$ cat src/rtl/dff_debounce_pkg.sv
// Shared encodings and default sizing for the debounce stage and its bench.
package dff_debounce_pkg;

    localparam int unsigned STABLE_DEF = 4;
    localparam int unsigned CNT_W_DEF  = 4;
    localparam int unsigned PCNT_W_DEF = 8;

    typedef enum logic [1:0] {
        S_LOW    = 2'd0,
        S_WAIT_H = 2'd1,
        S_HIGH   = 2'd2,
        S_WAIT_L = 2'd3
    } state_t;

endpackage

$ cat src/rtl/dff_debounce_wrap_counter.sv
// Free-running modulo-2^W event counter with enable and async active-high reset.
module wrap_counter #(
    parameter int unsigned W = 8
) (
    input  logic         i_clk,
    input  logic         i_rst,
    input  logic         i_en,
    output logic [W-1:0] o_cnt
);

    logic [W-1:0] r_cnt;

    always_ff @(posedge i_clk or posedge i_rst) begin
        if (i_rst) begin
            r_cnt <= '0;
        end else if (i_en) begin
            r_cnt <= r_cnt + W'(1);
        end
    end

    assign o_cnt = r_cnt;

endmodule

$ cat src/rtl/dff_debounce.sv
// Debounces the registered D-FF output: a level is accepted after STABLE identical
// samples, with one-cycle RISE/FALL pulses and a wrapping count of accepted rises.
module dff_debounce
    import dff_debounce_pkg::*;
#(
    parameter int unsigned STABLE = STABLE_DEF,
    parameter int unsigned CNT_W  = CNT_W_DEF,
    parameter int unsigned PCNT_W = PCNT_W_DEF
) (
    input  logic              i_ck,
    input  logic              i_rst,
    input  logic              i_d,
    output logic              o_lvl,
    output logic              o_rise,
    output logic              o_fall,
    output logic [PCNT_W-1:0] o_pcnt
);

    localparam logic [CNT_W-1:0] CNT_LAST = CNT_W'(STABLE - 1);

    if (STABLE < 2 || STABLE > (2 ** CNT_W) - 1) begin : g_bad_stable
        $error("dff_debounce: STABLE=%0d out of range for CNT_W=%0d", STABLE, CNT_W);
    end

    state_t           r_state;
    logic [CNT_W-1:0] r_cnt;
    logic             r_lvl;
    logic             r_rise;
    logic             r_fall;
    logic             w_rise_en;

    // Accepting a high level; drives the PCNT increment on the same edge as RISE.
    assign w_rise_en = (r_state == S_WAIT_H) && i_d && (r_cnt == CNT_LAST);

    always_ff @(posedge i_ck or posedge i_rst) begin
        if (i_rst) begin
            r_state <= S_LOW;
            r_cnt   <= '0;
            r_lvl   <= 1'b0;
            r_rise  <= 1'b0;
            r_fall  <= 1'b0;
        end else begin
            r_rise <= 1'b0;
            r_fall <= 1'b0;
            case (r_state)
                S_LOW: begin
                    if (i_d) begin
                        r_state <= S_WAIT_H;
                        r_cnt   <= CNT_W'(1);
                    end else begin
                        r_cnt <= '0;
                    end
                end
                S_WAIT_H: begin
                    if (!i_d) begin
                        r_state <= S_LOW;
                        r_cnt   <= '0;
                    end else if (r_cnt == CNT_LAST) begin
                        r_state <= S_HIGH;
                        r_cnt   <= '0;
                        r_lvl   <= 1'b1;
                        r_rise  <= 1'b1;
                    end else begin
                        r_cnt <= r_cnt + CNT_W'(1);
                    end
                end
                S_HIGH: begin
                    if (!i_d) begin
                        r_state <= S_WAIT_L;
                        r_cnt   <= CNT_W'(1);
                    end
                end
                S_WAIT_L: begin
                    if (i_d) begin
                        r_state <= S_HIGH;
                        r_cnt   <= '0;
                    end else if (r_cnt == CNT_LAST) begin
                        r_state <= S_LOW;
                        r_cnt   <= '0;
                        r_lvl   <= 1'b0;
                        r_fall  <= 1'b1;
                    end else begin
                        r_cnt <= r_cnt + CNT_W'(1);
                    end
                end
                default: begin
                    r_state <= S_LOW;
                    r_cnt   <= '0;
                    r_lvl   <= 1'b0;
                end
            endcase
        end
    end

    wrap_counter #(
        .W(PCNT_W)
    ) u_pcnt (
        .i_clk (i_ck),
        .i_rst (i_rst),
        .i_en  (w_rise_en),
        .o_cnt (o_pcnt)
    );

    assign o_lvl  = r_lvl;
    assign o_rise = r_rise;
    assign o_fall = r_fall;

endmodule

$ cat config.mk
export PLATFORM = sky130hd
export DESIGN_NAME = dff_debounce
export DESIGN_NICKNAME = d
export VERILOG_FILES = /design/src/rtl/dff_debounce_pkg.sv /design/src/rtl/dff_debounce_wrap_counter.sv /design/src/rtl/dff_debounce.sv
export SDC_FILE = /design/constraint.sdc
export NUM_CORES = 1
export LEC_CHECK = 0
export ABC_AREA = 1
export BUFFER_PORTS_ARGS = -buffer_cell sky130_fd_sc_hd__buf_2
export CORE_UTILIZATION = 45
export CTS_CLUSTER_SIZE = 28
export DETAILED_ROUTE_END_ITERATION = 8
export GPL_ROUTABILITY_DRIVEN = 0
export PLACE_DENSITY_LB_ADDON = 0.3
export SLEW_MARGIN = 0
export SYNTH_ARGS = -nofsm -noshare
export SYNTH_HDL_FRONTEND = slang
export SYNTH_SLANG_ARGS = --single-unit
$ cat constraint.sdc
create_clock -name i_ck -period 1.2 [get_ports i_ck]
set_input_delay 0.06 -clock i_ck [delete_from_list [all_inputs] [get_ports i_ck]]
set_output_delay 0.06 -clock i_ck [all_outputs]
set_load 0.01 [all_outputs]
==> metrics.yaml <==
status:
  status: "completed"
finish:
  layout.nets: 156
  layout-drive-gt1-share: 0.360
  n_antenna_cell: 0
  syn_to_final_growth_pct: 34.7
  final_cell_area_mm2: 0.00122
  fillers: 157
worst_setup_path:
  slowest_stage: "dfrtp_1"
  criticalPathCategory: "reg2reg"
  path_buf_inv: 2
  crit_path_end_kind: "register"
  cpMostUsedCell: "nand2_1"
  worst_ep_arrival_time_ps: 1400
  crit_family: "simple AND/OR/NAND/NOR gates"
  cp.required_ps: 1400
  critPathMaxStageDelay_ps: 400
  worstPathCellList: "inv_1, nand2_1, nor2_2, nand2_8, buf_6, nand2_2, nand2_1"
  critPathLaunchType: "register"
  path_max_fanout: 8
placement:
  pre_cts_slack_ps: -69.9
  placed_area_mm2: 0.00108
  dp_hpwl_um: 1360
  portBuffers: 13
logic_synthesis:
  yosys_warnings: 0
  async_flop_share: 1.00
  yosysSeqAreaShare: 0.468
  yosysTopAreaCellShare: 0.468
  ys_top_cells_by_count: "48 x nand2_1, 17 x dfrtp_1, 16 x inv_1"
  synth_seq_cells: 17
  ys_types: 18
  syn_area_um2: 908
  synthFlopType: "dfrtp_1"
  synth_area_leaders: "dfrtp_1 47%, nand2_1 20%, inv_1 6.6%"
  synth_edf_count: 0
  yosys.area.top_type: "dfrtp_1"
  synth_most_common_cell: "nand2_1"
  avgSynthCellArea_um2: 7.63
  syn_nets: 124
  syn_inst: 119
min_path:
  hp-class: "in2reg"
cts:
  clockRootBuffer: "clkbuf_4"
  cts_sinks: 17
  htreeDepth: 1
  cts_tree: "yes"
  clk_pin_slew_worst_paths_ps: 100
  clk_path_buf_depth: 2
  insertion_delay_ps: 290
  cts_buffers: 3
floorplanning:
  coreArea_mm2: 0.00180
  ios: 14
  dieArea_mm2: 0.00220
  die_h_um: 46.9
  row_count: 15
  start_util: 0.504
  die_w_um: 46.9
route:
  drc: 0
  wirelength_um: 1990
  drt-initial-drc-count: 18
  vias: 816
  ant_nets: 0
  firstDrtPassIters: 4
  wl_per_cell_um: 11.4
  vias_per_cell: 4.66
power_and_ir_drop:
  totalPowerFinal_w: 0.00206
  ir_drop_mv: 1.45
  leakage_nw: 0.647
  power.density_mw_per_mm2: 1680
sta:
  min_period_ps: 1200
  worstMarginPinSlew_ps: 265
  slew_headroom: 0.823
  fin_skew_ps: 4.28
  rsz0062_at_grt: "true"
  fin_crit_sh: 0.999
  setup_slack_ps: 0.786
  hold_slack_ps: 79.2
  finalSetupTns_ps: 0
  report.final.hold_viol_count: 0
  drv_slew: 0
  fmax_mhz: 834
  finalSetupViolCount: 0
grt:
  track_usage: 0.192
  grt_pass1_vias: 661
  grtUsageMet2: 0.319
  grt_use_met3: 0.0692
  grt_pass1_wl_um: 2820
  grt_max_degree: 18
  overflow: 0
  grt_antenna_before_repair: 0
  grt-busiest-layer: "met2"
  met1_usage: 0.237
flow_run:
  drv_cap: 0
==> per-stage QoR <==
step	util	instances
finish	0.679	175
detailed placement	0.597	167
global route	0.679	175
floorplan	-	119
CTS	0.628	173
global placement	0.597	167
==> state kept, by name, summed over array words and instances, names as in the netlist, named ones only <==
register,count
u_pcnt.o_cnt,8
r_cnt,4
o_rise,1
r_state,1
o_lvl,1
o_fall,1
==> cell usage in the layout (no fill, tap or decap), types with 4 or more instances in the layout <==
cell / n
nand2_1: 40
dfrtp_1: 17
inv_1: 15
nand3_1: 8
nor2_1: 6
buf_2: 13
nand2_2: 9
buf_6: 4
buf_4: 10
==> where the power goes <==
part | switching [W] | internal [W] | total, W
Sequential | 0.000142 | 0.000704 | 0.000846
Combinational | 0.000503 | 0.000399 | 0.000902
Clock | 0.000181 | 0.000129 | 0.000310
Total | 0.000826 | 0.00123 | 0.00206
==> final cells by class <==
class | count | area (um^2) | share of cell area
multi-input combinational | 84 | 477 | 0.390
sequential | 17 | 425 | 0.348
timing repair buffer | 28 | 195 | 0.160
inverter | 17 | 68.8 | 0.0562
tap | 25 | 31.3 | 0.0256
clock buffer | 4 | 26.3 | 0.0215
==> metal layers <==
| layer | vias to the layer above | wire length (um) |
|---|---|---|
| li1 | 419 | - |
| met1 | 380 | 876 |
| met2 | 15 | 1030 |
| met3 | 2 | 73 |
| met4 | 0 | 12 |
| met5 | - | 0 |
==> final timing paths <==
| kind | start | to | slack, ps | cells after the start |
|---|---|---|---|---|
| worst min-delay path | i_d | o_fall$_DFF_PP0_ | 80 | 4 |
| worst max register to register | register | u_pcnt.o_cnt[4]$_DFFE_PP0P_ | 0.8 | 7 |
| worst min register to register | o_lvl$_DFFE_PP0P_ | o_lvl$_DFFE_PP0P_ | 530 | 2 |
| worst max-delay path | register | u_pcnt.o_cnt[4]$_DFFE_PP0P_ | 0.8 | 7 |
| min in group asynchronous | i_rst | r_cnt[2]$_DFFE_PP0P_ | 310 | 4 |
| max in group asynchronous | i_rst | asynchronous set/reset pin | 700 | 4 |
==> what timing repair did <==
| action | 4_1_cts | 5_1_grt |
|---|---|---|
| pin swaps | 2 | 5 |
| hold endpoints to repair | 17 | 0 |
| gates resized for setup | 5 | 24 |
| setup buffers | 1 | 2 |
| hold buffers | 1 | 0 |
| setup endpoints to repair | 12 | 13 |
==> tightest hold or removal path: stages <==
cell and delay, ps:
buf_2 90, inv_1 70, nand2_2 80, nor2_1 40
==> cell families (layout without fill, tap and decap cells) <==
logic type	count (synthesis)	count (layout)	share of synthesized area
buf+inv	18	49	0.0826
simple gates	73	73	0.343
fa+ha+maj	2	2	0.0275
xor+xnor	4	4	0.0468
flops	17	17	0.468
compound gates	5	5	0.0317
Power figures use the tool's default switching activity.
